### src/rtl/cache_arbiter.sv
// Round-robin arbiter joining the split L1 instruction/data cache line ports onto one
// physical-memory port; serialises line transactions and steers responses back.
module cache_arbiter #(
   parameter int ADDR_WIDTH  = 32,
   parameter int LINE_WIDTH  = 256,
   parameter int OFFSET_BITS = 5
) (
   input  logic                  clk,
   input  logic                  rst,
   input  logic                  icache_pmem_read,
   input  logic [ADDR_WIDTH-1:0] icache_pmem_address,
   output logic [LINE_WIDTH-1:0] icache_pmem_rdata,
   output logic                  icache_pmem_resp,
   input  logic                  dcache_pmem_read,
   input  logic                  dcache_pmem_write,
   input  logic [ADDR_WIDTH-1:0] dcache_pmem_address,
   input  logic [LINE_WIDTH-1:0] dcache_pmem_wdata,
   output logic [LINE_WIDTH-1:0] dcache_pmem_rdata,
   output logic                  dcache_pmem_resp,
   output logic                  pmem_read,
   output logic                  pmem_write,
   output logic [ADDR_WIDTH-1:0] pmem_address,
   output logic [LINE_WIDTH-1:0] pmem_wdata,
   input  logic [LINE_WIDTH-1:0] pmem_rdata,
   input  logic                  pmem_resp
);

   typedef enum logic [1:0] {
      IDLE    = 2'd0,
      SERVE_I = 2'd1,
      SERVE_D = 2'd2
   } state_t;

   localparam logic [ADDR_WIDTH-1:0] OFFSET_MASK =
      {{(ADDR_WIDTH-OFFSET_BITS){1'b0}}, {OFFSET_BITS{1'b1}}};

   state_t                state_q, state_d;
   logic                  last_grant_q, last_grant_d;
   logic                  read_q, read_d;
   logic                  write_q, write_d;
   logic [ADDR_WIDTH-1:0] addr_q, addr_d;
   logic [LINE_WIDTH-1:0] wdata_q, wdata_d;
   logic                  i_req_s;
   logic                  d_req_s;

   function automatic logic [ADDR_WIDTH-1:0] line_align(input logic [ADDR_WIDTH-1:0] a);
      line_align = a & ~OFFSET_MASK;
   endfunction

   assign i_req_s = icache_pmem_read;
   assign d_req_s = dcache_pmem_read | dcache_pmem_write;

   assign pmem_read    = read_q;
   assign pmem_write   = write_q;
   assign pmem_address = addr_q;
   assign pmem_wdata   = wdata_q;

   assign icache_pmem_rdata = pmem_rdata;
   assign dcache_pmem_rdata = pmem_rdata;
   // rst gating keeps a response from leaking out of a transaction being aborted
   assign icache_pmem_resp  = pmem_resp & ~rst & (state_q == SERVE_I);
   assign dcache_pmem_resp  = pmem_resp & ~rst & (state_q == SERVE_D);

   // Next-state, grant selection and transaction latch update
   always_comb begin
      state_d      = state_q;
      last_grant_d = last_grant_q;
      read_d       = read_q;
      write_d      = write_q;
      addr_d       = addr_q;
      wdata_d      = wdata_q;
      case (state_q)
         IDLE: begin
            // On a tie the side not granted last time wins
            if (i_req_s && (!d_req_s || last_grant_q)) begin
               state_d      = SERVE_I;
               last_grant_d = 1'b0;
               read_d       = 1'b1;
               write_d      = 1'b0;
               addr_d       = line_align(icache_pmem_address);
               wdata_d      = dcache_pmem_wdata;
            end else if (d_req_s) begin
               state_d      = SERVE_D;
               last_grant_d = 1'b1;
               read_d       = ~dcache_pmem_write;
               write_d      = dcache_pmem_write;
               addr_d       = line_align(dcache_pmem_address);
               wdata_d      = dcache_pmem_wdata;
            end else begin
               state_d = IDLE;
            end
         end
         SERVE_I, SERVE_D: begin
            if (pmem_resp) begin
               state_d = IDLE;
               read_d  = 1'b0;
               write_d = 1'b0;
            end else begin
               state_d = state_q;
            end
         end
         default: begin
            state_d = IDLE;
            read_d  = 1'b0;
            write_d = 1'b0;
         end
      endcase
   end

   // State and transaction registers with synchronous reset
   always_ff @(posedge clk) begin
      if (rst) begin
         state_q      <= IDLE;
         last_grant_q <= 1'b1;
         read_q       <= 1'b0;
         write_q      <= 1'b0;
         addr_q       <= {ADDR_WIDTH{1'b0}};
         wdata_q      <= {LINE_WIDTH{1'b0}};
      end else begin
         state_q      <= state_d;
         last_grant_q <= last_grant_d;
         read_q       <= read_d;
         write_q      <= write_d;
         addr_q       <= addr_d;
         wdata_q      <= wdata_d;
      end
   end

endmodule

### config.mk
export PLATFORM = sky130hd
export DESIGN_NAME = cache_arbiter
export DESIGN_NICKNAME = d
export VERILOG_FILES = /design/src/rtl/cache_arbiter.sv
export SDC_FILE = /design/constraint.sdc
export NUM_CORES = 1
export LEC_CHECK = 0
export BUFFER_PORTS_ARGS = -buffer_cell sky130_fd_sc_hd__buf_2
export CELL_PAD_IN_SITES_DETAIL_PLACEMENT = 0
export CELL_PAD_IN_SITES_GLOBAL_PLACEMENT = 2
export CORE_AREA = 4 4 545 547
export DETAILED_ROUTE_END_ITERATION = 8
export DIE_AREA = 0 0 549 551
export GPL_ROUTABILITY_DRIVEN = 0
export GPL_TIMING_DRIVEN = 1
export PLACE_DENSITY = 0.36
export SLEW_MARGIN = 20
export SYNTH_ARGS = -nofsm -noshare
export SYNTH_HDL_FRONTEND = slang
export SYNTH_SLANG_ARGS = --single-unit
### constraint.sdc
create_clock -name clk -period 1.87 [get_ports clk]
set_clock_uncertainty 0.2 [all_clocks]
set_input_delay 0.0935 -clock clk [delete_from_list [all_inputs] [get_ports clk]]
set_output_delay 0.0935 -clock clk [all_outputs]
set_load 0.005 [all_outputs]
# After elaboration in Yosys (flattened, before gate mapping)
# Cells that the tools add are included.
[totals]
regBits = 293
latch_bits = 0
out_inout_bits = 804
in_bits = 582
mem_count = 0
mem_bits_ro = 0
mem_bits_rw = 0
elab_cells = 41
[op_classes]
div_mod_pow = 0
n_reduce_logical = 8
n_addsub = 0
magnitude_cmp = 0
muxes = 17
n_shift = 0
bitwise = 6
eq_ne = 4
mul = 0
[ops]
columns = ["op", "count"]
rows = [
  ["$mux W256", 2],
  ["$mux W32", 2],
  ["$mux W1", 7],
  ["$mux W2", 3],
  ["$pmux W1 S2", 2],
  ["$pmux W2 S2", 1],
  ["$reduce_and A2 Y1", 2],
  ["$and A1 B1 Y1", 3],
  ["$ne A3 B3 Y1 const B", 1],
  ["$eq A2 B1 Y1 const B", 1],
  ["$eq A2 B2 Y1 const B", 1],
  ["$logic_not A2 Y1", 1],
  ["$ne A2 B2 Y1 const B", 1],
  ["$not A1 Y1", 2],
  ["$reduce_bool A2 Y1", 1],
  ["$reduce_or A2 Y1", 1],
  ["$logic_and A1 B1 Y1", 1],
  ["$logic_not A1 Y1", 1],
  ["$logic_or A1 B1 Y1", 1],
  ["$or A1 B1 Y1", 1],
]

# Logic depth before layout (Yosys ltp)
# Gate-level depths: netlist (run 1).
[depth]
depth_word = 6
mapped_depth = 8
depth_no_buf = 5

# Least setup slack after synthesis (run 1)
# Ideal clock, no wire load.
[synth_path]
kind = "register to register"
start = "register state_q[0]"
end = "register wdata_q[180], in the netlist pmem_wdata[180]"
t_arrival_ns = 1.476
path_stages_with_launch = 9
path_slack_ns = 0.124
setup_time_ns = 0.070
n_path_buf = 3
synth_period_minus_slack_ns = 1.746
path_cell_list = "dfxtp_1 inv_1 ha_1 clkbuf_2 o31a_1 buf_2 clkbuf_1 nand2_1 a21oi_1"
[synth_between]
elab_chain_cells = 2
[synth_lines]
columns = ["element", "line", "source"]
rows = [
  ["start: declaration", "37", "state_t state_q, state_d;"],
  ["start signal: assignment", "120", "state_q <= state_d;"],
  ["$logic_not A2 Y1", "72", "case (state_q)"],
  ["$reduce_and A2 Y1 (no line)", "-", ""],
  ["end signal: assignment", "118", "wdata_q <= {LINE_WIDTH{1'b0}};"],
  ["end signal: assignment", "125", "wdata_q <= wdata_d;"],
  ["end: declaration", "42", "logic [LINE_WIDTH-1:0] wdata_q, wdata_d;"],
]
# No other way between the ends.
# A chain may end at the register's enable or synchronous reset.

# Final worst setup path (run 1)
[layout_path]
start = "register state_q[1]"
end = "register wdata_q[179], in the netlist pmem_wdata[179]"
# Same word-level chain as after synthesis.

==> results.json, run 1 <==
{
  "outcome": "finished, violations left",
  "violations_in_the_final_reports": "negative setup slack",
  "cts_max_level": 2,
  "worst-path-max-fanout": 8,
  "buffer_ports.inserted": 602,
  "cts_tree": "done",
  "most_common_cell_after_layout_fill_and_taps_aside": "sky130_fd_sc_hd__dlygate4sd3_1",
  "synth_mux_area_frac": 0,
  "area.growth.synth_to_final_pct": 117,
  "timing.setup.critical_path_class": "reg -> reg",
  "postLayoutCellArea_um2": 30900,
  "part_of_the_yosys_area_used_for_sequential_elements": 0.406,
  "drt.antenna.violating_nets": 0,
  "synth_top_cell_by_area": "sky130_fd_sc_hd__dfxtp_1",
  "cts.path.max_buffers": 3,
  "core_um2": 293000,
  "synth_largest_type_area_fraction": 0.406,
  "max_freq_mhz": 530,
  "worst_r2r_endpoint": "pmem_wdata[179]",
  "placement.setup.worst_slack_ns": -0.147,
  "dr.pass1.iters": 4,
  "grt_first_pass_wirelength_mm": 177,
  "timing.hold.worst_endpoint": "pmem_wdata[93]",
  "totalNegativeSetupSlack_ns": -0.148,
  "syn-mean-instance-area_um2": 7.79,
  "simple_gate_fraction_of_synth_area": 0.157,
  "drc": 0,
  "post_synth_xor_area_fraction": 0,
  "fillCellCount": 33900,
  "slew_viol_final": 0,
  "antenna_violations_before_repair": 81,
  "worst_pin_slew_ns": 0.684,
  "overflow": 0,
  "clock-sinks": 288,
  "critPathSlowestCell": "sky130_fd_sc_hd__dfxtp_2",
  "layout_common_cells": "sky130_fd_sc_hd__dlygate4sd3_1 (759), sky130_fd_sc_hd__buf_2 (599), sky130_fd_sc_hd__nand2_1 (367)",
  "synthDistinctLibCells": 27,
  "finalCoreUtilization": 0.105,
  "setup_viol": 18,
  "fin_crit_sh": 1.01,
  "maxCapViolCount": 0,
  "placementRows": 199,
  "clk_root_buffer_cell": "sky130_fd_sc_hd__clkbuf_16",
  "hpwlAfterDp_mm": 116,
  "vias": 16300,
  "route.final.wire_length_mm": 147,
  "clkTransAtPathRegs_ns": 0.06,
  "cpMostUsedCell": "sky130_fd_sc_hd__buf_12",
  "final_layout_size_suffix_gt1_frac": 0.398,
  "r2r_start": "state_q[1]",
  "hold-path-cell-count": 4,
  "pin_count_of_the_biggest_net_entering_global_routing": 72,
  "power.leakage_nw": 12.2,
  "hold_path.startpoint": "dcache_pmem_wdata[93]",
  "final_period_minus_worst_setup_slack_ns": 1.89,
  "wire_per_inst_um": 21.9,
  "crit_required_ns": 2.26,
  "netlist_instances": 1822,
  "r2r_cells": 10,
  "clock_insertion_delay_at_the_later_pin_of_the_skew_report_ns": 0.65,
  "finalWorstSetupSlack_ns": -0.0179,
  "cpPeakStageDelay_ns": 0.35,
  "vdd_ir_drop_max_mv": 0.624,
  "yosys_register_bits": 288,
  "finish.cell_count_without_fillers": 6733,
  "via_per_inst": 2.42,
  "floorplan.initialDensity": 0.0485,
  "io_pins": 1386,
  "power.density_cell_area_nw_per_um2": 851,
  "design.die.area_um2": 302000,
  "drt_iter0_drc": 639,
  "min_path_type": "in -> reg",
  "setup_repair_after_global_routing_missed_its_margin": "true",
  "synth-compound-area-share": 0.124,
  "numCtsBuffers": 48,
  "rrSetupSlack_ns": -0.02,
  "worstPathArrival_ns": 2.28,
  "grtUsageTotal": 0.0896,
  "report.final.hold_viol_count": 0,
  "die_w_um": 549,
  "first_global_vias": 16700,
  "synth_top_cells_by_area": "sky130_fd_sc_hd__dfxtp_1 (41%), sky130_fd_sc_hd__buf_4 (28%), sky130_fd_sc_hd__nand2_1 (14%), sky130_fd_sc_hd__a21oi_1 (9.2%), sky130_fd_sc_hd__buf_2 (1.7%)",
  "final_net_count": 3337,
  "chipHeight_um": 551,
  "placedCellCount": 5791,
  "mappedNetlistArea_um2": 14200,
  "max_slew_margin": 0.543,
  "synth_adder_area_share": 0.00264,
  "synth.yosys.warnings": 0,
  "post_dp_cell_area_um2": 18600,
  "crit_path_cell_trace": "inv_4 -> ha_4 -> buf_6 -> o31ai_4 -> buf_12 -> buf_12 -> buf_12 -> clkbuf_16 -> nand2_1 -> a21oi_1",
  "setup.worst_path.start_class": "register",
  "endpoint_class_of_the_critical_path": "register",
  "synth_top_family_by_area": "buffers and inverters"
}
-- per-stage QoR --
| step | hold WS (ns) | power [W] |
|---|---|---|
| after floorplan | 0.0295 | 0.00992 |
| after CTS | 0.000381 | 0.0261 |
| after global placement | -0.0129 | 0.0127 |
| after global routing | 0.0164 | 0.0279 |
| after detailed placement | -0.0129 | 0.0127 |
| final | 0.0708 | 0.0263 |
-- layer usage --
| metal | track usage | up-vias | share of wire |
|---|---|---|---|
| li1 | - | 7248 | - |
| met1 | 0.103 | 7700 | 0.40 |
| met2 | 0.134 | 1051 | 0.42 |
| met3 | 0.0554 | 280 | 0.14 |
| met4 | 0.0328 | 32 | 0.042 |
| met5 | 0 | - | 0.0014 |
-- repair_timing --
| action | CTS | global route |
|---|---|---|
| setup buffers | 30 | 11 |
| endpoints found under the hold margin | 800 | 0 |
| setup endpoints to repair | 208 | 276 |
| gates cloned | 22 | 20 |
| pin swaps | 25 | 189 |
| hold buffers | 759 | 0 |
| resized for setup | 92 | 363 |
-- worst max path at each step --
stage	slack, ns	to	from
3_3_place_gp	-0.17	pmem_address[13]	state_q[0]
4_1_cts	-0.13	icache_pmem_resp	state_q[0]
5_1_grt	-0.11	icache_pmem_resp	state_q[0]
2_1_floorplan	0.12	pmem_wdata[180]	state_q[0]
6_report	-0.02	pmem_wdata[179]	state_q[1]
3_5_place_dp	-0.15	pmem_wdata[210]	state_q[0]
-- layout make-up --
type	count	area, µm²	area share
diodes	22	55.1	0.00178
clock buffers	73	1440	0.0465
clock inverters	17	240	0.00778
inverters	3	13.8	0.000446
multi-input cells	910	5330	0.173
flip-flops and latches	288	5770	0.187
well taps	3919	4900	0.159
repair buffers	1501	13100	0.425
-- synth_stat cells (all sizes together) --
master  number
a211o        1
a21oi      260
a311oi      27
and3b        2
buf        576
clkbuf      49
conb         1
dfxtp      288
ha           3
inv          3
nand2      515
nand2b       2
nand3       28
nand4        2
nor2        27
nor2b        1
nor4b        1
o211ai       1
o21a         1
o21ai       30
o21ba        1
o21bai       1
o31a         1
o31ai        1
-- cells by family after synthesis --
logic type,after synthesis
buffers and inverters,628
and+or+nand+nor,578
AOI/OAI and AO/OA,324
DFF,288
adders and majority gates,3
other,1
-- worst max-delay path, delay by kind of cell (launching register included) --
kind / cells / cell delay [ns]
AOI/OAI and AO/OA: 2 / 0.21
DFF: 1 / 0.35
adders and majority gates: 1 / 0.16
and+or+nand+nor: 1 / 0.06
buffers and inverters: 6 / 0.81
-- state kept, by name (all words and copies together) (netlist names) --
signal,cells
pmem_read,1
pmem_wdata,256
pmem_write,1
pmem_address,27
state_q,2
last_grant_q,1
-- power by group --
group | internal (W) | leakage (nW) | switching, W
clock network | 0.00585 | 0.812 | 0.00390
registers | 0.00684 | 2.39 | 0.000416
logic | 0.00418 | 9.02 | 0.00507
total | 0.0169 | 12.2 | 0.00939
Power figures use the tool's default switching activity.
==> run 2, diff against run 1 <==
--- a/config.mk
+++ b/config.mk
@@ -9,6 +9,7 @@
 export CELL_PAD_IN_SITES_DETAIL_PLACEMENT = 0
 export CELL_PAD_IN_SITES_GLOBAL_PLACEMENT = 2
 export CORE_AREA = 4 4 545 547
+export CTS_BUF_LIST = sky130_fd_sc_hd__clkbuf_16
 export DETAILED_ROUTE_END_ITERATION = 8
 export DIE_AREA = 0 0 549 551
 export GPL_ROUTABILITY_DRIVEN = 0
==> run 2 against run 1 <==
Net effect: the flow still finishes with violations (negative setup slack); final cell count up 0.24%; flip-flop and latch count unchanged; routed wire length up 1.5%; critical path type unchanged; critical endpoint is now pmem_wdata[143]; largest power group unchanged; highest routed layer unchanged.
==> results.json, run 2 (same netlist as run 1, synthesis figures left out) <==
{
  "outcome": "finished, violations left",
  "violations_in_the_final_reports": "negative setup slack",
  "final_net_count": 3354,
  "worst_r2r_endpoint": "pmem_wdata[143]",
  "fillCellCount": 33900,
  "setup.worst_path.start_class": "register",
  "io_pins": 1386,
  "finalCoreUtilization": 0.104,
  "clock_insertion_delay_at_the_later_pin_of_the_skew_report_ns": 0.65,
  "drt_iter0_drc": 583,
  "max_freq_mhz": 524,
  "antenna_violations_before_repair": 80,
  "design.die.area_um2": 302000,
  "grt_first_pass_wirelength_mm": 178,
  "final_layout_size_suffix_gt1_frac": 0.345,
  "setup_repair_after_global_routing_missed_its_margin": "true",
  "power.leakage_nw": 12.1,
  "core_um2": 293000,
  "hpwlAfterDp_mm": 116,
  "clock-sinks": 288,
  "overflow": 0,
  "hold-path-cell-count": 4,
  "wire_per_inst_um": 22.1,
  "power.density_cell_area_nw_per_um2": 845,
  "cts_tree": "done",
  "min_path_type": "in -> reg",
  "rrSetupSlack_ns": -0.04,
  "setup_viol": 17,
  "drc": 0,
  "area.growth.synth_to_final_pct": 113,
  "via_per_inst": 2.43,
  "slew_viol_final": 0,
  "fin_crit_sh": 1.02,
  "maxCapViolCount": 0,
  "worst-path-max-fanout": 6,
  "buffer_ports.inserted": 602,
  "most_common_cell_after_layout_fill_and_taps_aside": "sky130_fd_sc_hd__dlygate4sd3_1",
  "endpoint_class_of_the_critical_path": "register",
  "r2r_start": "state_q[1]",
  "layout_common_cells": "sky130_fd_sc_hd__dlygate4sd3_1 (764), sky130_fd_sc_hd__buf_2 (598), sky130_fd_sc_hd__nand2_1 (444)",
  "crit_required_ns": 2.26,
  "final_period_minus_worst_setup_slack_ns": 1.91,
  "clkTransAtPathRegs_ns": 0.05,
  "cts_max_level": 2,
  "cts.path.max_buffers": 3,
  "totalNegativeSetupSlack_ns": -0.290,
  "clk_root_buffer_cell": "sky130_fd_sc_hd__clkbuf_16",
  "first_global_vias": 16800,
  "vdd_ir_drop_max_mv": 0.620,
  "route.final.wire_length_mm": 149,
  "timing.setup.critical_path_class": "reg -> reg",
  "die_w_um": 549,
  "report.final.hold_viol_count": 0,
  "floorplan.initialDensity": 0.0485,
  "placementRows": 199,
  "grtUsageTotal": 0.0903,
  "worst_pin_slew_ns": 0.640,
  "hold_path.startpoint": "dcache_pmem_wdata[233]",
  "largest_reg_flops": 256,
  "finalWorstSetupSlack_ns": -0.0378,
  "vias": 16400,
  "max_slew_margin": 0.572,
  "timing.hold.worst_endpoint": "pmem_wdata[233]",
  "pin_count_of_the_biggest_net_entering_global_routing": 72,
  "r2r_cells": 10,
  "drt.antenna.violating_nets": 0,
  "numCtsBuffers": 48,
  "worstPathArrival_ns": 2.30,
  "dr.pass1.iters": 5,
  "chipHeight_um": 551
}
## run 2: cell type report
class | instances | area (µm²) | share of cell area
flip-flops and latches | 288 | 5770 | 0.190
repair buffers | 1518 | 13300 | 0.440
well taps | 3919 | 4900 | 0.162
clock buffers | 49 | 1230 | 0.0405
multi-input cells | 910 | 4670 | 0.154
inverters | 3 | 13.8 | 0.000454
clock inverters | 41 | 330 | 0.0109
diodes | 21 | 52.6 | 0.00173
## run 2: worst max-delay path by stage
stage / start / end / slack, ns / depth (start not counted)
finish: state_q[1] / pmem_wdata[143] / -0.04 / 10
floorplan: state_q[0] / pmem_wdata[180] / 0.12 / 8
global placement: state_q[0] / pmem_address[13] / -0.17 / 7
global route: state_q[1] / pmem_wdata[196] / -0.12 / 10
CTS: state_q[0] / icache_pmem_resp / -0.13 / 4
detailed placement: state_q[0] / pmem_wdata[210] / -0.15 / 6
## run 2: layer usage
layer  routed length [µm]  GRT usage  vias up
met3                20600     0.0556      271
met2                63400      0.136     1076
li1                     -          -     7287
met1                58800      0.104     7716
met4                 6240     0.0327       30
met5                  327    0.00313        -
## run 2: through the flow
| step | worst slack (ns) | power (W) | hold slack (ns) | std cells | instance area [µm²] |
|---|---|---|---|---|---|
| floorplan | 0.124 | 0.00992 | 0.0295 | 1826 | 14200 |
| global placement | -0.166 | 0.0127 | -0.0129 | 5791 | 18600 |
| detailed placement | -0.147 | 0.0127 | -0.0129 | 5791 | 18600 |
| CTS | -0.134 | 0.0257 | 0.000205 | 6706 | 29200 |
| global route | -0.125 | 0.0273 | 0.0316 | 6737 | 30300 |
| finish | -0.0378 | 0.0256 | 0.0770 | 6749 | 30300 |
## run 2: power breakdown
group,internal (W),switching (W),total (W),leakage [nW]
combinational,0.00419,0.00496,0.00915,8.94
clock,0.00529,0.00391,0.00921,0.794
sequential,0.00684,0.000406,0.00725,2.39
total,0.0163,0.00928,0.0256,12.1
## run 2: what timing repair did
action                                  4_1_cts  5_1_grt
endpoints found under the hold margin       800        0
cloned                                       22       26
pin swaps                                    24       90
endpoints found under the setup margin      213      267
gates resized for setup                     103      172
hold buffers                                765        0
setup buffers                                40       11
## run 2: worst max-delay path, cell delays in order, from the launching register on
cell                        delay [ns]
sky130_fd_sc_hd__dfxtp_2          0.35
sky130_fd_sc_hd__inv_4            0.05
sky130_fd_sc_hd__ha_4             0.16
sky130_fd_sc_hd__buf_6            0.12
sky130_fd_sc_hd__o31ai_4          0.10
sky130_fd_sc_hd__buf_12           0.21
sky130_fd_sc_hd__buf_8            0.12
sky130_fd_sc_hd__buf_12           0.11
sky130_fd_sc_hd__bufbuf_16        0.25
sky130_fd_sc_hd__nand2_1          0.06
sky130_fd_sc_hd__a21oi_2          0.10
